File: src/rtl/ps2_pkg.sv
// Shared types, prefix codes, HID usages and the scan-code translation for
// the PS/2 keyboard front end.
package ps2_pkg;

  // Receive frame FSM states.
  typedef enum logic [1:0] {
    IDLE   = 2'd0,
    DATA   = 2'd1,
    PARITY = 2'd2,
    STOP   = 2'd3
  } ps2_state_t;

  // Set-2 prefix bytes.
  localparam logic [7:0] PS2_EXT   = 8'hE0;
  localparam logic [7:0] PS2_BRK   = 8'hF0;
  localparam logic [7:0] PS2_PAUSE = 8'hE1;

  // HID usages produced by the translation table.
  localparam logic [7:0] HID_NONE  = 8'h00;
  localparam logic [7:0] HID_A     = 8'h04;
  localparam logic [7:0] HID_D     = 8'h07;
  localparam logic [7:0] HID_S     = 8'h16;
  localparam logic [7:0] HID_W     = 8'h1A;
  localparam logic [7:0] HID_ENTER = 8'h28;
  localparam logic [7:0] HID_ESC   = 8'h29;
  localparam logic [7:0] HID_SPACE = 8'h2C;
  localparam logic [7:0] HID_RIGHT = 8'h4F;
  localparam logic [7:0] HID_LEFT  = 8'h50;
  localparam logic [7:0] HID_DOWN  = 8'h51;
  localparam logic [7:0] HID_UP    = 8'h52;

  // Translate (extended flag, scan code) to {mapped, hid usage}.
  // Unmapped codes return mapped=0 and usage 0x00.
  function automatic logic [8:0] ps2_to_hid(input logic ext, input logic [7:0] code);
    logic [8:0] res;
    res = {1'b0, HID_NONE};
    if (!ext) begin
      case (code)
        8'h1D:   res = {1'b1, HID_W};
        8'h1B:   res = {1'b1, HID_S};
        8'h1C:   res = {1'b1, HID_A};
        8'h23:   res = {1'b1, HID_D};
        8'h29:   res = {1'b1, HID_SPACE};
        8'h5A:   res = {1'b1, HID_ENTER};
        8'h76:   res = {1'b1, HID_ESC};
        default: res = {1'b0, HID_NONE};
      endcase
    end else begin
      case (code)
        8'h75:   res = {1'b1, HID_UP};
        8'h72:   res = {1'b1, HID_DOWN};
        8'h6B:   res = {1'b1, HID_LEFT};
        8'h74:   res = {1'b1, HID_RIGHT};
        default: res = {1'b0, HID_NONE};
      endcase
    end
    return res;
  endfunction

endpackage

File: src/rtl/ps2_rx.sv
// PS/2 device-to-host byte receiver: pin synchronisers, clock glitch filter,
// falling-edge strobe, 11-bit frame FSM and inter-edge timeout.
//
// state  | meaning
// IDLE   | waiting for a start bit (data=0 on a falling edge)
// DATA   | shifting in the 8 data bits, LSB first
// PARITY | capturing the odd-parity bit
// STOP   | checking parity and the stop bit, then releasing the byte
//
// byte_valid_o / frame_err_o are combinational strobes in the cycle the
// stop bit (or timeout) is evaluated; the consumer registers them, which
// keeps the pin-to-output latency at FILTER_CYCLES + 4.
module ps2_rx
  import ps2_pkg::*;
#(
  parameter int FILTER_CYCLES  = 8,
  parameter int TIMEOUT_CYCLES = 50000
) (
  input  logic       clk_i,
  input  logic       rst_i,
  input  logic       ps2_clk_i,
  input  logic       ps2_data_i,
  output logic       byte_valid_o,
  output logic [7:0] byte_o,
  output logic       frame_err_o
);

  localparam int FW = $clog2(FILTER_CYCLES + 1);
  localparam int TW = $clog2(TIMEOUT_CYCLES + 1);
  localparam logic [FW-1:0] FILT_TC = FW'(FILTER_CYCLES - 1);
  localparam logic [TW-1:0] TO_TC   = TW'(TIMEOUT_CYCLES - 1);

  logic [1:0]    clk_sync_q, data_sync_q;
  logic          filt_q, filt_d;
  logic [FW-1:0] filt_cnt_q, filt_cnt_d;
  logic          filt_dly_q;
  logic          fall_q;
  logic          data_s;

  ps2_state_t    state_q, state_d;
  logic [2:0]    bit_cnt_q, bit_cnt_d;
  logic [7:0]    shift_q, shift_d;
  logic          par_q, par_d;
  logic [TW-1:0] to_cnt_q, to_cnt_d;
  logic          timeout;

  assign data_s = data_sync_q[1];
  assign byte_o = shift_q;

  // Filter: the filtered clock only follows the synchronised pin after
  // FILTER_CYCLES consecutive samples at the new level.
  always_comb begin
    filt_d     = filt_q;
    filt_cnt_d = '0;
    if (clk_sync_q[1] != filt_q) begin
      if (filt_cnt_q == FILT_TC) begin
        filt_d = clk_sync_q[1];
      end else begin
        filt_cnt_d = filt_cnt_q + FW'(1);
      end
    end
  end

  // Synchronisers, filter state and edge register; idle line is high.
  always_ff @(posedge clk_i) begin
    if (rst_i) begin
      clk_sync_q  <= 2'b11;
      data_sync_q <= 2'b11;
      filt_q      <= 1'b1;
      filt_cnt_q  <= '0;
      filt_dly_q  <= 1'b1;
      fall_q      <= 1'b0;
    end else begin
      clk_sync_q  <= {clk_sync_q[0], ps2_clk_i};
      data_sync_q <= {data_sync_q[0], ps2_data_i};
      filt_q      <= filt_d;
      filt_cnt_q  <= filt_cnt_d;
      filt_dly_q  <= filt_q;
      fall_q      <= filt_dly_q & ~filt_q;
    end
  end

  // Frame FSM next state, timeout counter and byte/error strobes.
  always_comb begin
    state_d      = state_q;
    bit_cnt_d    = bit_cnt_q;
    shift_d      = shift_q;
    par_d        = par_q;
    byte_valid_o = 1'b0;
    frame_err_o  = 1'b0;

    if (fall_q || state_q == IDLE) begin
      to_cnt_d = '0;
    end else if (to_cnt_q != TO_TC) begin
      to_cnt_d = to_cnt_q + TW'(1);
    end else begin
      to_cnt_d = to_cnt_q;
    end
    // A falling edge in the terminal cycle wins over the timeout, so an
    // error strobe and a byte strobe can never coincide.
    timeout = (state_q != IDLE) && !fall_q && (to_cnt_q == TO_TC);

    case (state_q)
      IDLE: begin
        if (fall_q && !data_s) begin
          state_d   = DATA;
          bit_cnt_d = 3'd0;
        end
      end
      DATA: begin
        if (fall_q) begin
          shift_d   = {data_s, shift_q[7:1]};
          bit_cnt_d = bit_cnt_q + 3'd1;
          if (bit_cnt_q == 3'd7) state_d = PARITY;
        end
      end
      PARITY: begin
        if (fall_q) begin
          par_d   = data_s;
          state_d = STOP;
        end
      end
      STOP: begin
        if (fall_q) begin
          state_d = IDLE;
          if ((^{shift_q, par_q}) && data_s) begin
            byte_valid_o = 1'b1;
          end else begin
            frame_err_o = 1'b1;
          end
        end
      end
      default: state_d = IDLE;
    endcase

    if (timeout) begin
      state_d     = IDLE;
      frame_err_o = 1'b1;
    end
  end

  // Frame FSM registers.
  always_ff @(posedge clk_i) begin
    if (rst_i) begin
      state_q   <= IDLE;
      bit_cnt_q <= '0;
      shift_q   <= '0;
      par_q     <= 1'b0;
      to_cnt_q  <= '0;
    end else begin
      state_q   <= state_d;
      bit_cnt_q <= bit_cnt_d;
      shift_q   <= shift_d;
      par_q     <= par_d;
      to_cnt_q  <= to_cnt_d;
    end
  end

endmodule

File: src/rtl/ps2_keycode.sv
// PS/2 keyboard to HID keycode front end: strips E0/F0/E1 prefixes,
// translates a fixed set of scan codes and holds the last pressed key
// until that same key is released.
module ps2_keycode
  import ps2_pkg::*;
#(
  parameter int FILTER_CYCLES  = 8,
  parameter int TIMEOUT_CYCLES = 50000
) (
  input  logic       Clk,
  input  logic       Reset,
  input  logic       ps2_clk,
  input  logic       ps2_data,
  output logic [7:0] keycode,
  output logic       key_valid,
  output logic       frame_err
);

  logic       byte_valid;
  logic [7:0] rx_byte;
  logic       rx_err;

  logic       ext_q, ext_d;
  logic       brk_q, brk_d;
  logic [7:0] key_q, key_d;
  logic       kv_q, kv_d;
  logic       fe_q, fe_d;
  logic [8:0] lookup;

  ps2_rx #(
    .FILTER_CYCLES (FILTER_CYCLES),
    .TIMEOUT_CYCLES(TIMEOUT_CYCLES)
  ) u_rx (
    .clk_i       (Clk),
    .rst_i       (Reset),
    .ps2_clk_i   (ps2_clk),
    .ps2_data_i  (ps2_data),
    .byte_valid_o(byte_valid),
    .byte_o      (rx_byte),
    .frame_err_o (rx_err)
  );

  assign lookup = ps2_to_hid(ext_q, rx_byte);

  // Prefix tracking, translation and held-key update.
  always_comb begin
    ext_d = ext_q;
    brk_d = brk_q;
    key_d = key_q;
    kv_d  = 1'b0;
    fe_d  = 1'b0;
    if (rx_err) begin
      // A broken frame may have been a prefix; forget any partial sequence.
      fe_d  = 1'b1;
      ext_d = 1'b0;
      brk_d = 1'b0;
    end else if (byte_valid) begin
      case (rx_byte)
        PS2_EXT:   ext_d = 1'b1;
        PS2_BRK:   brk_d = 1'b1;
        PS2_PAUSE: ;
        default: begin
          ext_d = 1'b0;
          brk_d = 1'b0;
          if (lookup[8]) begin
            if (brk_q) begin
              if (lookup[7:0] == key_q) key_d = HID_NONE;
            end else begin
              key_d = lookup[7:0];
              kv_d  = 1'b1;
            end
          end
        end
      endcase
    end
  end

  // Output and flag registers.
  always_ff @(posedge Clk) begin
    if (Reset) begin
      ext_q <= 1'b0;
      brk_q <= 1'b0;
      key_q <= HID_NONE;
      kv_q  <= 1'b0;
      fe_q  <= 1'b0;
    end else begin
      ext_q <= ext_d;
      brk_q <= brk_d;
      key_q <= key_d;
      kv_q  <= kv_d;
      fe_q  <= fe_d;
    end
  end

  assign keycode   = key_q;
  assign key_valid = kv_q;
  assign frame_err = fe_q;

endmodule

File: config.mk
export PLATFORM = sky130hd
export DESIGN_NAME = ps2_keycode
export DESIGN_NICKNAME = d
export VERILOG_FILES = /design/src/rtl/ps2_pkg.sv /design/src/rtl/ps2_rx.sv /design/src/rtl/ps2_keycode.sv
export SDC_FILE = /design/constraint.sdc
export NUM_CORES = 1
export LEC_CHECK = 0
export CAP_MARGIN = 25
export CORE_UTILIZATION = 45
export CTS_CLUSTER_DIAMETER = 50
export DETAILED_ROUTE_END_ITERATION = 16
export PLACE_DENSITY = 0.68
export REMOVE_ABC_BUFFERS = 1
export SKIP_LAST_GASP = 1
export SYNTH_ARGS = -nofsm -noshare
export SYNTH_HDL_FRONTEND = slang
export SYNTH_SLANG_ARGS = --single-unit
File: constraint.sdc
create_clock -name Clk -period 2.5 [get_ports Clk]
set_input_delay 0.625 -clock Clk [delete_from_list [all_inputs] [get_ports Clk]]
set_output_delay 0.625 -clock Clk [all_outputs]
set_load 0.05 [all_outputs]
### Word level (Yosys, flattened, before mapping)

Cells that the tools add are included.
W data, S select, Z words.

* logic and storage cells: 109
* latch bits: 0
* memories: 0
* bits of input ports: 4
* RAM bits: 0
* bits in read-only memories: 0
* register bits after elaboration: 53

* eq/ne operators: 29
* $add $sub $neg: 3
* bitwise gates (word level): 9
* div/mod/pow operators: 0
* multiply operators: 0
* reductions and logical operators: 27
* order comparisons: 0
* mux-type cells: 25
* shift operators: 0

Operators with widths (number)
* $pmux W9 S7: 1
* $eq A8 B7 Y1 const B: 6
* $pmux W9 S4: 1
* $eq A8 B5 Y1 const B: 3
* $eq A8 B8 Y1 const B: 3
* $add A16 B1 Y16 const B: 1
* $eq A16 B16 Y1 const B: 1
* $eq A8 B6 Y1 const B: 2
* $mux W8: 2
* $ne A16 B16 Y1 const B: 1
* $mux W2: 5
* $ne A2 B1 Y1 const B: 5
* $reduce_and A2 Y1: 5
* $reduce_and A5 Y1: 2
* $reduce_or A2 Y1: 5
* $mux W1: 9
* $mux W9: 1
* $reduce_xor A9 Y1: 1
* $eq A8 B8 Y1: 1
* $not A1 Y1: 8
* $pmux W2 S4: 1
* $reduce_or A7 Y1: 1
* $mux W3: 2
* $pmux W3 S2: 1
* 17 further kinds: 25

### Logic depth before layout (Yosys ltp)

* word-level depth: 8
* depth in mapped cells: 9
* gate-level depth less buffers: 8

### Hierarchy

From an unflattened synthesis, not the netlist that was laid out.

* cell total of the unflattened synthesis: 350
* area, all modules: 2997.9 µm²

Modules (own cells, without submodules)
* ps2_rx: instances 1, seq. area each 820.8 µm², area an instance 1915.6 µm², cells an instance 211
* ps2_keycode: instances 1, seq. area each 220.2 µm², area an instance 1082.3 µm², cells an instance 139

### Worst setup path before layout

Ideal clock, no wire load.

* path type: flip-flop to flip-flop
* start point: register u_rx.shift_q[7], in the netlist u_rx.byte_o[7]
* end point: register key_q[0], in the netlist keycode[0]
* arrival: 2225 ps
* period minus slack after synthesis: 2348 ps
* setup slack: 152 ps
* data required time: 2377 ps
* cell stages (with the launch flop): 10
* setup time: 123 ps
* path buffers: 1
* path through: dfxtp_1 buf_6 nand4bb_4 or4b_1 a22o_1 nand3_1 a41oi_1 o41a_1 o21bai_4 o21ai_0

* cells in the longest elaborated chain, start to end: 8
* elaborated cells on any way between the ends: 33
* classes of those cells: eq/ne: 16; mux: 11; bitwise: 2; reduce/logical: 4

RTL lines
* start, declared: RTL line ps2_rx.sv:42 `logic [7:0] shift_q, shift_d;`
* start signal, assigned: RTL line ps2_rx.sv:153 `shift_q <= shift_d;`
* branches (longest 8 deep; another with $pmux W9 S7)
* end signal, assigned: RTL line ps2_keycode.sv:89 `key_q <= key_d;`
* end, declared: RTL line ps2_keycode.sv:25 `logic [7:0] key_q, key_d;`

Parallel ways; which one is timed is not known.
A chain may end at the register's enable or synchronous reset.

### Worst setup path in the final report

* start point: register u_rx.shift_q[6], in the netlist u_rx.byte_o[6]
* end point: register brk_q

* cells in the longest elaborated chain, start to end: 7
* elaborated cells on any way between the ends: 17
* classes of those cells: eq/ne: 3; mux: 8; bitwise: 1; reduce/logical: 5

RTL lines
* $reduce_xor A9 Y1: RTL line ps2_rx.sv:126 `if ((^{shift_q, par_q}) && data_s) begin`
* $logic_and A1 B1 Y1: RTL line ps2_rx.sv:126
* $mux W1: RTL line ps2_rx.sv:126
* $mux W1: RTL line ps2_rx.sv:124 `if (fall_q) begin`
* $mux W1: RTL line ps2_rx.sv:103 `case (state_q)`
* $mux W1: RTL line ps2_rx.sv:136 `if (timeout) begin`
* $reduce_or A2 Y1 (no source line)
* end signal, assigned: RTL line ps2_keycode.sv:88 `brk_q <= brk_d;`
* end, declared: RTL line ps2_keycode.sv:24 `logic brk_q, brk_d;`

Several ways; a longest one is shown, not always the timed one.

==> flow_summary.json <==
{
  "outcome": "finished, final reports clean",
  "clkTransAtPathRegs_ns": 0.10,
  "core-area_um2": 6026,
  "power.leakage_nw": 1.199,
  "worstSetupEndpointType": "flop",
  "grt_overflow": 0,
  "yosys.area_share.simple_pct": 29.38,
  "cts_root_buffer": "clkbuf_8",
  "max_clock_freq_ghz": 0.4090,
  "final_max_slew_viol_count": 0,
  "start_kind": "flop",
  "grt_max_degree": 23,
  "holdCritPathClass": "flop to flop",
  "vdd_ir_drop_max_v": 0.0002486,
  "path_delay_family": "simple AND/OR/NAND/NOR gates",
  "fin_hold_ws_ns": 0.4151,
  "n_antenna_cell": 0,
  "p_int_w": 0.001104,
  "fin_cells": 435,
  "critPathBufInv": 2,
  "ios": 14,
  "synth_fa_ha_area_share_pct": 3.498,
  "finalHoldViolations": 0,
  "power_frac_comb_pct": 12.1,
  "cp.arrival_ns": 2.67,
  "cap_violations": 0,
  "drt-total-wl_um": 5669,
  "finalNetCount": 371,
  "synth_compound_area_share_pct": 13.16,
  "crit_path_max_incr_delay_ns": 0.46,
  "cts_sinks": 52,
  "synth_cells": 336,
  "gp_congestion": 0.8689,
  "ys_seq_elements": 52,
  "die_height_um": 81.74,
  "final_core_util_pct": 55.69,
  "cp_data_required_time_ns": 2.73,
  "place_inst": 422,
  "viasPerCell": 5.432,
  "post_synth_xor_area_fraction_pct": 9.969,
  "ys_warn_count": 0,
  "min_period_ns": 2.445,
  "htreeDepth": 2,
  "synth.avg_cell_area_um2": 8.516,
  "syn_area_um2": 2861,
  "grt_pass1_vias": 2136,
  "grt_pass1_wl_um": 9618,
  "groute.usage.overall_pct": 18.51,
  "synth_mux_area_share_pct": 1.793,
  "path_cells": "buf_4, xnor2_2, xnor3_1, xnor2_2, nand4_1, buf_4, or4_1, a211oi_1",
  "worstMarginPinSlew_ns": 0.5362,
  "pwr-share-clk_pct": 32.0,
  "drt-initial-drc-count": 143,
  "multi_input_area_um2": 1724,
  "power_density_nw_per_um2": 453.8,
  "cp.depth": 8,
  "seq_power_share_pct": 55.9,
  "syn_to_final_growth_pct": 17.27,
  "cts_tree": "done",
  "dieArea_um2": 6681,
  "fillers": 554,
  "swShare_pct": 27.52,
  "path_class": "flop to flop",
  "portBuffers": 12,
  "synth_flop_cell": "dfxtp_1",
  "clock_skew_ns": 0.004032,
  "fin_crit_sh_pct": 97.80,
  "drive_above_1_share_pct": 18.33,
  "antenna_found_initial": 0,
  "setup_viol": 0,
  "worstSkewPairLatency_ns": 0.31,
  "synth_top_family_by_area": "simple AND/OR/NAND/NOR gates",
  "async_flop_share_pct": 0,
  "cp-endpoint": "brk_q",
  "critPathMaxFanout": 5,
  "rr_worst_depth": 8,
  "yosysSeqAreaShare_pct": 36.38,
  "die_w_um": 81.74,
  "initial_core_util_pct": 47.49,
  "place_hpwl_um": 4071,
  "crit_start": "u_rx.byte_o[6]",
  "clock_path_buffers": 2,
  "r2r_start": "u_rx.byte_o[6]",
  "rr_endpoint": "brk_q",
  "seq_area_um2": 1057,
  "wl_per_cell_um": 13.03,
  "ant_nets": 0,
  "row_count": 28,
  "p_sw_w": 0.0004190,
  "max_slew_margin_pct": 64.25,
  "cp_slowest_cell": "or4_1",
  "drc": 0,
  "synth_edf_count": 0,
  "drtPass1Iterations": 4,
  "cts_made_buffers": 5,
  "rrSetupSlack_ns": 0.05,
  "yosysUniqueCellTypes": 63,
  "vias": 2363
}
==> through the flow <==
step	setup WS [ns]	instance area (um^2)	TNS, ns	total power (W)
after floorplan	0.07536	2755	0	0.0009994
after global placement	0.03039	3147	0	0.001049
after detailed placement	-0.03724	3147	-0.04101	0.001060
after CTS	0.007468	3251	0	0.001544
after global routing	-0.05597	3356	-0.2197	0.001601
final	0.05497	3356	0	0.001523
==> power by group through the flow <==
stage                     sequential (W)  combinational (W)  clock [W]
after floorplan                 0.000871           0.000128          0
after global placement          0.000873           0.000176          0
after detailed placement        0.000874           0.000185          0
after CTS                       0.000855           0.000186   0.000504
after global routing            0.000854           0.000205   0.000542
final                           0.000852           0.000184   0.000487
==> cell usage after synthesis (3+ instances only) <==
cell type	number	area share, %
dfxtp_1	52	36
nand2_1	36	4.7
nor2_1	22	2.9
nand3_1	19	3.3
xor2_1	16	4.9
a21oi_1	15	2.6
inv_1	15	2.0
xnor2_1	14	4.3
clkbuf_1	13	1.7
o21ai_0	13	2.3
nor3_1	9	1.6
ha_1	8	3.5
buf_2	7	1.2
or2_2	7	1.5
nor2b_1	6	1.3
nand2b_1	5	1.1
and3_1	4	0.87
mux2i_1	4	1.4
nand4_1	4	0.87
a211o_1	3	0.92
and2_1	3	0.66
and3b_1	3	0.92
nor4bb_1	3	1.0
or3_1	3	0.66
or4_1	3	0.79
==> worst min-delay path by stage <==
| stage | end | cells past startpoint | start |
|---|---|---|---|
| 2_1_floorplan | u_rx.clk_sync_q[1] | 1 | u_rx.clk_sync_q[0] |
| 3_3_place_gp | u_rx.clk_sync_q[1] | 1 | u_rx.clk_sync_q[0] |
| 3_5_place_dp | u_rx.data_sync_q[1] | 1 | u_rx.data_sync_q[0] |
| 4_1_cts | u_rx.data_sync_q[1] | 1 | u_rx.data_sync_q[0] |
| 5_1_grt | u_rx.clk_sync_q[1] | 1 | u_rx.clk_sync_q[0] |
| 6_report | u_rx.fall_q | 2 | u_rx.filt_dly_q |
==> worst reg2reg max path: cells and delay by family (launching register included) <==
| kind | cells | cell delay (ns) |
|---|---|---|
| DFF | 1 | 0.42 |
| AOI/OAI and AO/OA | 1 | 0.24 |
| and+or+nand+nor | 2 | 0.68 |
| xor gates and xnor gates | 3 | 0.65 |
| buffers and inverters | 2 | 0.38 |
==> flip-flops by register name (all words and copies together), names as in the netlist, 2 cells and up <==
signal and flops:
u_rx.to_cnt_q 16, u_rx.byte_o 8, keycode 7, u_rx.filt_cnt_q 4, u_rx.bit_cnt_q 3, u_rx.clk_sync_q 2
u_rx.data_sync_q 2, u_rx.state_q 2
==> placed cells by master (no fill, tap or decap), types with 5 or more instances in the layout <==
cell type and count:
a21oi_1 15, buf_4 26, clkbuf_8 5, clkdlybuf4s50_1 12
dfxtp_1 45, ha_1 8, inv_1 15, nand2_1 36
nand2b_1 5, nand3_1 19, nor2_1 22, nor2b_1 5
nor3_1 8, o21ai_0 11, or2_2 7, xnor2_1 11
xor2_1 16
==> layer usage <==
metal / global-route usage [%] / up-vias / part of all wire [%]
li1: - / 1222 / -
met1: 24.09 / 1098 / 50
met2: 29.59 / 35 / 46
met3: 3.778 / 8 / 3.0
met4: 7.719 / 0 / 1.4
met5: 0 / - / 0
==> logic make-up (layout without fill, tap and decap cells) <==
kind of cell	after synthesis	count (layout)
DFF	52	52
AOI/OAI and AO/OA	55	55
other	1	1
xor gates and xnor gates	31	31
buffers and inverters	38	62
muxes	5	5
adders and majority gates	8	8
and+or+nand+nor	146	146
==> cell type report <==
cell class              instances  area share, %
multi-input cells             246          51.38
flip-flops and latches         52          31.51
repair buffers                 39          9.993
well taps                      75          2.796
clock buffers                   6          2.163
inverters                      15          1.678
clock inverters                 2         0.4847
==> repair_timing <==
| item | CTS | global route |
|---|---|---|
| cloned | 0 | 0 |
| setup endpoints to repair | 6 | 9 |
| gates resized for setup | 6 | 16 |
| pin swaps | 1 | 12 |
| hold buffers | 0 | 0 |
| setup buffers | 0 | 5 |
No activity file was read; power rests on OpenSTA's default activity.
